`src/rtl/display_arbiter_pkg.sv`:
```
// rtl/display_arbiter_pkg.sv - shared FSM encodings and digit geometry for the display arbiter
package display_arbiter_pkg;

   localparam logic [1:0] ST_IDLE  = 2'd0;
   localparam logic [1:0] ST_DWELL = 2'd1;
   localparam logic [1:0] ST_FREE  = 2'd2;

   localparam int DIGITS     = 4;
   localparam int NIBBLE     = 4;
   localparam int DIGIT_BITS = DIGITS * NIBBLE;

endpackage

```
`src/rtl/blink_timer.sv`:
```
// rtl/blink_timer.sv - blink half-period counter and on/off phase
// phase_next is the value phase takes on the coming edge, so callers can register outputs in step with it.
module blink_timer #(
   parameter int BLINK_HALF = 250
) (
   input  logic clk_1kHz,
   input  logic rst_,
   input  logic restart,
   output logic phase_next,
   output logic phase
);

   localparam int CW = (BLINK_HALF > 1) ? $clog2(BLINK_HALF) : 1;
   localparam logic [CW-1:0] CNT_LAST = CW'((BLINK_HALF > 0) ? BLINK_HALF - 1 : 0);

   logic [CW-1:0] cnt_q, cnt_d;
   logic          phase_q;

   always_comb begin
      cnt_d      = cnt_q + CW'(1);
      phase_next = phase_q;
      if (restart) begin
         cnt_d      = '0;
         phase_next = 1'b0;
      end else if (cnt_q == CNT_LAST) begin
         cnt_d      = '0;
         phase_next = ~phase_q;
      end
   end

   always_ff @(posedge clk_1kHz or negedge rst_) begin
      if (!rst_) begin
         cnt_q   <= '0;
         phase_q <= 1'b0;
      end else begin
         cnt_q   <= cnt_d;
         phase_q <= phase_next;
      end
   end

   assign phase = phase_q;

endmodule

```
`src/rtl/display_arbiter.sv`:
```
// rtl/display_arbiter.sv - shares the 4-digit display among requesters by fixed priority
// A new owner keeps the display for at least MIN_DWELL cycles unless it releases it first.
module display_arbiter
   import display_arbiter_pkg::*;
#(
   parameter int NREQ       = 3,
   parameter int MIN_DWELL  = 500,
   parameter int BLINK_HALF = 250
) (
   input  logic                         clk_1kHz,
   input  logic                         rst_,
   input  logic [NREQ-1:0]              req,
   input  logic [DIGIT_BITS*NREQ-1:0]   req_bin,
   input  logic [DIGITS*NREQ-1:0]       req_en,
   input  logic [DIGITS*NREQ-1:0]       req_dp,
   input  logic [DIGITS*NREQ-1:0]       req_blink,
   output logic [NIBBLE-1:0]            bin0,
   output logic [NIBBLE-1:0]            bin1,
   output logic [NIBBLE-1:0]            bin2,
   output logic [NIBBLE-1:0]            bin3,
   output logic [DIGITS-1:0]            en,
   output logic [DIGITS-1:0]            dpin,
   output logic [NREQ-1:0]              grant,
   output logic                         active
);

   localparam int OW = $clog2(NREQ);
   localparam int DW = (MIN_DWELL > 1) ? $clog2(MIN_DWELL + 1) : 1;
   localparam logic [DW-1:0] DWELL_LAST = DW'((MIN_DWELL > 1) ? MIN_DWELL - 1 : 0);
   // With a dwell of 0 or 1 cycles a fresh grant is preemptible on the very next edge.
   localparam logic [1:0] ST_GRANTED = (MIN_DWELL > 1) ? ST_DWELL : ST_FREE;

   logic [1:0]            state_q, state_d;
   logic [OW-1:0]         owner_q, owner_d;
   logic [DW-1:0]         dwell_q, dwell_d;
   logic [NREQ-1:0]       grant_q, grant_d;
   logic [DIGIT_BITS-1:0] bins_q;
   logic [DIGITS-1:0]     en_q, dp_q;
   logic                  active_q;

   logic [OW-1:0]         win;
   logic                  any_req, owner_req, switch_now, restart;
   logic                  phase_next, blink_phase_unused;
   logic [DIGIT_BITS-1:0] sel_bin;
   logic [DIGITS-1:0]     sel_en, sel_dp, sel_blink;

   always_comb begin
      win = '0;
      for (int i = 0; i < NREQ; i++) begin
         if (req[i]) win = OW'(i);
      end
   end

   assign any_req   = |req;
   assign owner_req = |(req & grant_q);

   always_comb begin
      state_d    = state_q;
      owner_d    = owner_q;
      dwell_d    = dwell_q;
      switch_now = 1'b0;
      case (state_q)
         ST_DWELL: begin
            if (!owner_req) begin
               switch_now = 1'b1;
            end else begin
               dwell_d = dwell_q + DW'(1);
               if (dwell_d == DWELL_LAST) state_d = ST_FREE;
            end
         end
         ST_FREE: begin
            if (!owner_req || (win != owner_q)) switch_now = 1'b1;
         end
         default: begin
            if (any_req) switch_now = 1'b1;
            else         state_d    = ST_IDLE;
         end
      endcase
      if (switch_now) begin
         dwell_d = '0;
         if (any_req) begin
            state_d = ST_GRANTED;
            owner_d = win;
         end else begin
            state_d = ST_IDLE;
            owner_d = '0;
         end
      end
   end

   assign restart = switch_now;

   always_comb begin
      grant_d = '0;
      for (int i = 0; i < NREQ; i++) begin
         grant_d[i] = (state_d != ST_IDLE) && (owner_d == OW'(i));
      end
   end

   // Mux on the next-state grant so data and grant change on the same edge; idle selects nothing.
   always_comb begin
      sel_bin   = '0;
      sel_en    = '0;
      sel_dp    = '0;
      sel_blink = '0;
      for (int i = 0; i < NREQ; i++) begin
         if (grant_d[i]) begin
            sel_bin   = req_bin[DIGIT_BITS*i +: DIGIT_BITS];
            sel_en    = req_en[DIGITS*i +: DIGITS];
            sel_dp    = req_dp[DIGITS*i +: DIGITS];
            sel_blink = req_blink[DIGITS*i +: DIGITS];
         end
      end
   end

   blink_timer #(
      .BLINK_HALF (BLINK_HALF)
   ) u_blink (
      .clk_1kHz   (clk_1kHz),
      .rst_       (rst_),
      .restart    (restart),
      .phase_next (phase_next),
      .phase      (blink_phase_unused)
   );

   always_ff @(posedge clk_1kHz or negedge rst_) begin
      if (!rst_) begin
         state_q  <= ST_IDLE;
         owner_q  <= '0;
         dwell_q  <= '0;
         grant_q  <= '0;
         bins_q   <= '0;
         en_q     <= '0;
         dp_q     <= '0;
         active_q <= 1'b0;
      end else begin
         state_q  <= state_d;
         owner_q  <= owner_d;
         dwell_q  <= dwell_d;
         grant_q  <= grant_d;
         bins_q   <= sel_bin;
         en_q     <= sel_en & ~(sel_blink & {DIGITS{phase_next}});
         dp_q     <= sel_dp;
         active_q <= |grant_d;
      end
   end

   assign bin0   = bins_q[0*NIBBLE +: NIBBLE];
   assign bin1   = bins_q[1*NIBBLE +: NIBBLE];
   assign bin2   = bins_q[2*NIBBLE +: NIBBLE];
   assign bin3   = bins_q[3*NIBBLE +: NIBBLE];
   assign en     = en_q;
   assign dpin   = dp_q;
   assign grant  = grant_q;
   assign active = active_q;

endmodule
```
`config.mk`:
```
export PLATFORM = sky130hd
export DESIGN_NAME = display_arbiter
export DESIGN_NICKNAME = d
export VERILOG_FILES = /design/src/rtl/display_arbiter_pkg.sv /design/src/rtl/blink_timer.sv /design/src/rtl/display_arbiter.sv
export SDC_FILE = /design/constraint.sdc
export NUM_CORES = 1
export LEC_CHECK = 0
export ABC_AREA = 0
export CAP_MARGIN = 40
export CORE_AREA = 3 3 86 88
export DETAILED_ROUTE_END_ITERATION = 7
export DIE_AREA = 0 0 89 91
export GPL_ROUTABILITY_DRIVEN = 0
export GPL_TIMING_DRIVEN = 0
export PLACE_DENSITY = 0.83
export SLEW_MARGIN = 20
export SYNTH_ARGS = -nofsm -noshare
export SYNTH_HDL_FRONTEND = slang
export SYNTH_SLANG_ARGS = --single-unit
```
`constraint.sdc`:
```
create_clock -name clk_1kHz -period 8.08 [get_ports clk_1kHz]
set_clock_uncertainty 0.2 [all_clocks]
set_input_delay 1.616 -clock clk_1kHz [delete_from_list [all_inputs] [get_ports clk_1kHz]]
set_output_delay 1.616 -clock clk_1kHz [all_outputs]
set_load 0.02 [all_outputs]
```
Word level (Yosys, flattened, before mapping)
Index checks and enable logic that the tools add are counted.
{"block": "totals", "elab_cells": 70, "in_bits": 89, "regBits": 50, "output_inout_bits": 28}
{"block": "classes", "add_sub_neg": 2, "n_mux": 33, "reduce_logical": 13, "n_bitwise": 5, "eq_ne": 7}
{"op": "16-bit two-way mux", "n": 3}
{"op": "4-bit two-way mux", "n": 9}
{"op": "9-bit two-way mux", "n": 3}
{"op": "8-bit two-way mux", "n": 2}
{"op": "2-bit two-way mux", "n": 7}
{"op": "9-bit by 1-bit adder with 9-bit output, second input constant", "n": 1}
{"op": "9-bit == test, second input constant", "n": 1}
{"op": "3-bit OR reduction", "n": 3}
{"op": "8-bit by 1-bit adder with 8-bit output, second input constant", "n": 1}
{"op": "4-bit AND", "n": 2}
{"op": "8-bit == test, second input constant", "n": 1}
{"op": "1-bit two-way mux", "n": 7}
{"op": "2-bit nonzero test", "n": 3}
{"op": "2-bit by 1-bit == test with 1-bit output, second input constant", "n": 2}
{"op": "2-bit == test, second input constant", "n": 2}
{"op": "4-bit inverter", "n": 1}
{"op": "2-bit case mux with 2 select lines", "n": 1}
{"op": "3-bit AND", "n": 1}
{"op": "1-bit logical AND", "n": 3}
{"op": "2-bit zero test", "n": 1}
{"op": "2-bit inequality test", "n": 1}
{"op": "1-bit case mux with 2 select lines", "n": 1}
{"op": "2-bit AND reduction", "n": 1}
{"op": "1-bit zero test", "n": 1}
{"op": "other kinds (2)", "n": 2}

Depth between registers and ports, before layout
{"block": "depth", "ltp_word": 15, "mapped_depth": 11, "mapped_depth_nobuf": 9}

Hierarchy
Synthesis repeated with hierarchy kept, for this count alone.
{"block": "unflattened", "hier_cells": 340, "hier_area_um2": 3002.9}
{"module": "display_arbiter", "area_per_inst_um2": 2549.9, "cells_per_inst": 295, "seq_area_each_um2": 1026.0, "n_inst": 1}
{"module": "blink_timer", "area_per_inst_um2": 452.9, "cells_per_inst": 45, "seq_area_each_um2": 225.2, "n_inst": 1}

Worst setup path before layout
No wires, ideal clock.
{"block": "synth_path", "path_type": "input-to-reg", "startpoint": "in req[0]", "endpoint": "reg bins_q[9]", "setup_ps": 149, "n_path_buf": 2, "stages": 9, "slack_ps": 4341, "arrival_ps": 3389, "t_required_ps": 7731, "path_cell_list": "a222oi_1 -> nor2_2 -> a21o_1 -> a211oi_4 -> inv_2 -> buf_6 -> buf_6 -> nand3_1 -> a22oi_2"}
{"block": "synth_via", "elab_chain_len": 12, "elab_cells_between_ends": 26, "cone_classes": "2 x eq/ne; 14 x mux; 1 x bitwise; 9 x reduce/logical"}
{"item": "start, declared", "line": "display_arbiter.sv:12", "rtl": "input logic [NREQ-1:0] req,"}
{"item": "3-bit AND", "line": "display_arbiter.sv:55", "rtl": "assign owner_req = |(req & grant_q);"}
{"item": "3-bit OR reduction", "line": "display_arbiter.sv:55"}
{"item": "1-bit zero test", "line": "display_arbiter.sv:72", "rtl": "if (!owner_req || (win != owner_q)) switch_now = 1'b1;"}
{"item": "1-bit logical OR", "line": "display_arbiter.sv:72"}
{"item": "1-bit two-way mux", "line": "display_arbiter.sv:72"}
{"item": "1-bit case mux with 2 select lines", "line": "display_arbiter.sv:62", "rtl": "case (state_q)"}
{"item": "2-bit two-way mux *", "line": "display_arbiter.sv:79", "rtl": "if (switch_now) begin"}
{"item": "named net owner_d[0]", "line": "display_arbiter.sv:34", "rtl": "logic [OW-1:0] owner_q, owner_d;"}
{"item": "2-bit zero test", "line": "display_arbiter.sv:96", "rtl": "grant_d[i] = (state_d != ST_IDLE) && (owner_d == OW'(i));"}
{"item": "1-bit logical AND", "line": "display_arbiter.sv:96"}
{"item": "16-bit two-way mux (2 in a row)", "line": "display_arbiter.sv:107", "rtl": "if (grant_d[i]) begin"}
{"item": "16-bit two-way mux *", "line": "display_arbiter.sv:107"}
{"item": "named net sel_bin[9]", "line": "display_arbiter.sv:44", "rtl": "logic [DIGIT_BITS-1:0] sel_bin;"}
{"item": "end signal, assigned", "line": "display_arbiter.sv:141", "rtl": "bins_q <= sel_bin;"}
{"item": "end, declared", "line": "display_arbiter.sv:37", "rtl": "logic [DIGIT_BITS-1:0] bins_q;"}
The timed path passes the listed nets; every way through them passes the cells marked *.
A chain may end at the register's enable or synchronous reset.

Final worst setup path
{"block": "layout_path", "startpoint": "in req[1]", "endpoint": "reg bins_q[6]"}
{"block": "layout_via", "elab_chain_len": 12, "elab_cells_between_ends": 29, "cone_classes": "3 x eq/ne; 16 x mux; 1 x bitwise; 9 x reduce/logical"}
{"item": "1-bit two-way mux or 3-bit AND (tied branches)", "line": "display_arbiter.sv:50, display_arbiter.sv:55"}
{"item": "2-bit two-way mux or 3-bit OR reduction (tied branches)", "line": "display_arbiter.sv:50, display_arbiter.sv:55"}
{"item": "2-bit inequality test or 1-bit zero test (tied branches)", "line": "display_arbiter.sv:72"}
{"item": "1-bit logical OR", "line": "display_arbiter.sv:72"}
{"item": "1-bit two-way mux", "line": "display_arbiter.sv:72"}
{"item": "1-bit case mux with 2 select lines", "line": "display_arbiter.sv:62"}
{"item": "2-bit two-way mux", "line": "display_arbiter.sv:79"}
{"item": "2-bit nonzero test or 2-bit zero test (tied branches)", "line": "display_arbiter.sv:96"}
{"item": "1-bit logical AND", "line": "display_arbiter.sv:96"}
{"item": "16-bit two-way mux (2 in a row)", "line": "display_arbiter.sv:107"}
{"item": "16-bit two-way mux *", "line": "display_arbiter.sv:107"}
{"item": "named net sel_bin[6]", "line": "display_arbiter.sv:44"}
Marks and branches as above.

==> results.sh <==
export IMPL_rsz0062_at_grt="no"
export IMPL_critPathMaxFanout=10
export IMPL_crit_top_cell="buf_6"
export IMPL_post_dp_hpwl_mm=7.19
export IMPL_die_x_um=89
export IMPL_floorplan_initialDensity_pct=47.1
export IMPL_routed_via_count=3171
export IMPL_async_flop_share_pct=100
export IMPL_synth_distinct_cells=46
export IMPL_seqPwrFrac_pct=25.9
export IMPL_cts_inserted_buffers=5
export IMPL_cpPeakStageDelay_ns=0.73
export IMPL_antenna_found_initial=0
export IMPL_grt_max_degree=32
export IMPL_tightest_slew_ns=0.761
export IMPL_dieArea_mm2=0.00810
export IMPL_diodes=0
export IMPL_cts_num_sinks=50
export IMPL_clockBufferDepth=2
export IMPL_synth_xor_area_share_pct=4.98
export IMPL_cts_root_buf="clkbuf_8"
export IMPL_worstPathArrival_ns=4.45
export IMPL_rows=30
export IMPL_min_to="u_blink.cnt_q[0]"
export IMPL_whs_ns=0.326
export IMPL_drt_iter0_markers=177
export IMPL_wl_met1_mm=3.75
export IMPL_max_vdd_ir_drop_mv=0.161
export IMPL_hold_start="u_blink.cnt_q[0]"
export IMPL_status="complete, no violations"
export IMPL_top_layer="met4"
export IMPL_hp_class="flop to flop"
export IMPL_synth_nets=437
export IMPL_cpLargestDelayFamily="compound AO/OA/AOI/OAI gates"
export IMPL_synth_simple_area_share_pct=22.0
export IMPL_fin_crit_sh_pct=55.6
export IMPL_rr_startpoint="state_q[0]"
export IMPL_cts_resized=0
export IMPL_totalWireLength_mm=9.20
export IMPL_hold_depth=1
export IMPL_tritoncts="built"
export IMPL_core_region_area_mm2=0.00672
export IMPL_io_pin_count=117
export IMPL_synth_fa_ha_area_share_pct=2.37
export IMPL_preCtsSetupSlack_ns=3.28
export IMPL_slowest_stage="a222oi_1"
export IMPL_dr_pass1_iters=6
export IMPL_setup_tns_ns=0
export IMPL_synth_seq_cells=50
export IMPL_cts_hold_buf=0
export IMPL_period_needed_ns=4.49
export IMPL_maxCapViolations=0
export IMPL_portBuffers=116
export IMPL_clkTransAtPathRegs_ns=0.09
export IMPL_overflow=0
export IMPL_synth_compound_area_share_pct=25.0
export IMPL_grt_use_total_pct=22.7
export IMPL_critical_path_required_ns=8.04
export IMPL_cp_cell_sequence="clkdlybuf4s50_1, a222oi_1, nor2_2, a21o_1, a211oi_4, inv_2, buf_6, buf_6, nand3_1, a22oi_2"
export IMPL_p_leak_nw=1.84
export IMPL_fmax_mhz=222
export IMPL_synth_warning_count=0
export IMPL_vias_per_cell=5.80
export IMPL_final_instance_count_excl_fill=547
export IMPL_wl_met3_um=533
export IMPL_reg2reg_to="dpin[0]"
export IMPL_slew_violations=0
export IMPL_htreeDepth=2
export IMPL_route_detailed_drc=0
export IMPL_drive_gt1_share_pct=10.7
export IMPL_first_global_vias=2994
export IMPL_synth_top_family_by_area="compound AO/OA/AOI/OAI gates"
export IMPL_p_int_w=0.000753
export IMPL_switching_share_pct=45.5
export IMPL_die_h_um=91
export IMPL_synth_ff_type="dfrtp_1"
export IMPL_switching_power_w=0.000630
export IMPL_synth_cells=342
export IMPL_antenna_left=0
export IMPL_r2r_cells=10
export IMPL_route_met2_wl_mm=4.82
export IMPL_worst_path_buf_inv=4
export IMPL_synth_edf_count=0
export IMPL_place_inst=539
export IMPL_synth_avg_cell_area_um2=9.25
export IMPL_power_share_combinational_pct=63.5
export IMPL_hold_viol_final=0
export IMPL_area_delta_synth_final_pct=43.2
export IMPL_powerDensity_mw_per_mm2=305
export IMPL_crit_path_end_kind="flop"
export IMPL_avgRoutedWirePerCell_um=16.8
export IMPL_criticalPathCategory="input pin to flop"
export IMPL_critPathLaunchType="input pin"
export IMPL_clkPwrFrac_pct=10.6
export IMPL_yosysSeqAreaShare_pct=39.6
export IMPL_clk_latency_ns=0.30
export IMPL_synth_area_mux_share_pct=0
export IMPL_setup_viol=0
export IMPL_syn_area_mm2=0.00316
export IMPL_slew_headroom_pct=49.3
export IMPL_nets=561
export IMPL_worst_slack_ns=3.59
export IMPL_rrSetupSlack_ns=5.04
export IMPL_postCtsSetupRepairBufs=0
export IMPL_grt_pass1_wl_mm=14.4
## synth_stat cells (2+ instances only)
cell / instances / share of area, %
nor3_1: 2 / 0.32
a211oi_2: 2 / 0.79
inv_2: 3 / 0.36
nor2_1: 24 / 2.8
a211oi_1: 4 / 0.95
o21ai_0: 25 / 4.0
a21o_1: 22 / 5.2
xor2_1: 12 / 3.3
a31oi_1: 3 / 0.59
a22oi_2: 21 / 8.3
and4_1: 2 / 0.55
dfrtp_1: 50 / 40
inv_1: 8 / 0.95
nand3_1: 59 / 9.3
clkbuf_1: 18 / 2.1
nor2b_1: 7 / 1.4
a21oi_1: 5 / 0.79
buf_2: 5 / 0.79
and3_1: 2 / 0.40
buf_6: 5 / 1.8
nand2_1: 8 / 0.95
and4b_1: 2 / 0.63
xnor2_1: 6 / 1.7
ha_1: 6 / 2.4
a32oi_1: 4 / 1.1
nand4_1: 16 / 3.2
and3b_1: 2 / 0.55
## cell families (layout without fill, tap and decap cells)
logic type                 count (synthesis)  count (layout)
AOI/OAI and AO/OA                         96              96
buffers and inverters                     40             165
xor gates and xnor gates                  18              18
and+or+nand+nor                          132             132
DFF                                       50              50
adders and majority gates                  6               6
## stage by stage
stage                     total power (W)  area (µm²)  util, %
after detailed placement          0.00124        4440     66.1
after floorplan                  0.000942        3160        -
final                             0.00138        4530     67.4
after CTS                         0.00139        4530     67.4
after global placement            0.00122        4420     65.8
after global routing              0.00148        4530     67.4
## layer usage
layer	global-route usage, %	vias up
li1	-	1505
met1	28.8	1552
met2	38.9	107
met3	5.26	7
met4	5.09	0
met5	0	-
## registers in the layout, summed over array words and instances (netlist names), 2 cells and up
name / count
grant: 3
state_q: 2
u_blink.cnt_q: 8
dwell_q: 9
dpin: 4
owner_q: 2
en: 4
bins_q: 16
## cell usage in the layout (no fill, tap or decap), drive strengths merged, types with 8 or more instances in the layout
master	n
nand4	16
inv	11
dfrtp	50
clkbuf	23
nor2	25
clkdlybuf4s50	115
a21o	22
a22oi	21
nand2	8
o21ai	26
nand3	59
xor2	12
buf	13
## worst max-delay path by stage
stage,cells after the start,endpoint,slack [ns],start
final,10,bins_q[6],3.59,req[1]
after global routing,10,bins_q[6],3.34,req[2]
after floorplan,9,bins_q[9],4.34,req[0]
after global placement,10,bins_q[6],3.29,req[1]
after detailed placement,10,bins_q[0],3.28,req[1]
after CTS,10,bins_q[0],3.60,req[1]
## power by group through the flow
| stage | Combinational (W) | Sequential, W | Clock [W] |
|---|---|---|---|
| after floorplan | 0.000519 | 0.000423 | 0 |
| after global placement | 0.000856 | 0.000361 | 0 |
| after detailed placement | 0.000875 | 0.000364 | 0 |
| after CTS | 0.000878 | 0.000359 | 0.000152 |
| after global routing | 0.000949 | 0.000366 | 0.000162 |
| final | 0.000878 | 0.000358 | 0.000147 |
## final cells by class
type / instances / area, µm²
Timing Repair Buffer: 117 / 1180
Buffer: 29 / 153
Fill cell: 543 / 2190
Multi-Input combinational cell: 252 / 1720
Tap cell: 80 / 100
Clock buffer: 5 / 68.8
Sequential cell: 50 / 1250
Inverter: 11 / 41.3
Clock inverter: 3 / 21.3
Power figures use the tool's default switching activity.
==> patch (same flow settings) <==
Set the parameter `NREQ` to 2 (it was 3).
--- a/src/rtl/display_arbiter.sv
+++ b/src/rtl/display_arbiter.sv
@@ -3,7 +3,7 @@
 module display_arbiter
    import display_arbiter_pkg::*;
 #(
-   parameter int NREQ       = 3,
+   parameter int NREQ       = 2,
    parameter int MIN_DWELL  = 500,
    parameter int BLINK_HALF = 250
 ) (
Interface: changed (6 resized); port bits go from 117 to 87. The function was not compared with the original's and may differ.
==> patch against the original RTL <==
- register-to-register slack better by 470 ps
- highest routed layer unchanged
- wire length fell by 37%
- synthesized cell count down 31%
- worst setup slack better by 650 ps
- synthesized area fell by 18%
- final area shrank 19%
- critical path type unchanged
- total power fell by 19%
- die area stayed put
- combinational power decreased by 33%
- largest cell class unchanged
- sequential cell count decreased by 2
- first-iteration DRC count shrank 44%
- sequential share of layout area is 5.1 points higher
==> patch: results (changes against the original RTL) <==
The run finished with clean final reports. Sorting the synthesized cells by area gives the leading types as dfrtp_1 46%, mux2i_1 9.7%, a21oi_2 6.4%. The data arrival time at the worst-slack endpoint was 3840 ps (-610 ps); the detailed-routed wire length on met3 was 459 um (-14%).

The logs give 100 (-44%) for the first-iteration detailed-routing DRC count and 0.00122 mm2 (-29%) for the area used by multi-input combinational logic. The tools report the worst reg2reg path startpoint as state_q[1]. The slew at the pin closest to its max-slew limit was 648 ps (-113 ps). The quantity of I/O buffers inserted on ports is 85 (-27%), and the path depth of the worst reg2reg path is 9 (-1). The global-route total usage across every layer was 0.147 (-0.0799); the met2 capacity usage during global routing was 0.251 (-0.137). The portion of the layout cell area used by clock cells is 0.0324 (+0.0125), and the share of the core filled with cells is 0.547 (-0.128).

The routed wire length is 5.80 mm (-37%). The tools report the destination of the critical timing path as bins_q[0]. The count of unique library cells instantiated by Yosys is 41 (-11%), and the count of fill cells added during filler insertion is 576 (+6.1%).

The logs give 401 (-26%) for the number of instances in the placed design and 48 (-4.0%) for the number of clock sinks. The post-place instance area was 0.00355 mm2 (-20%); the sequential area share after synthesis was 0.464 (+0.0686). The kind of cell with the highest combined delay along the critical path is buffers and inverters. The sequential share of cell area came out at 0.327 (+0.0508). For the total met2 wirelength after detailed routing, the log shows 2.92 mm (-40%).

Counting instances in the post-synthesis netlist gives the leading cell types as 48 x dfrtp_1, 29 x nor2_1, 25 x mux2i_1, 19 x a21oi_2, 13 x nand2_1. The via count of the first global-routing pass was 2102 (-30%); the number of multi-input logic gates was 163 (-35%).
## patch: logic make-up after synthesis
| family | Yosys count | share of synthesized area |
|---|---|---|
| multiplexers | 29 | 0.114 |
| AND/OR/NAND/NOR | 63 | 0.115 |
| flip-flops | 48 | 0.464 |
| buffers and inverters | 24 | 0.0624 |
| adder cells (fa/ha/maj) | 6 | 0.0290 |
| XOR/XNOR | 21 | 0.0711 |
| AO/OA/AOI/OAI | 44 | 0.145 |
## patch: stage by stage
step / worst slack (ps) / hold WS, ps
global placement: 3890 / 277
finish: 4240 / 300
global route: 4090 / 313
detailed placement: 3900 / 288
floorplan: 4630 / 259
CTS: 4230 / 302
## patch: worst register-to-register path, cell delays in order, from the launching register on
cell     delay, ps
dfrtp_1        420
ha_1           330
nor2_1         120
o21ai_1         90
nand2_1         80
a22o_1         280
buf_4          270
buf_2          330
mux2i_1        280
a21oi_2         60
## patch: power by group
group / internal, mW / switching [mW]
Clock: 0.0955 / 0.0888
Combinational: 0.271 / 0.315
Sequential: 0.311 / 0.0349
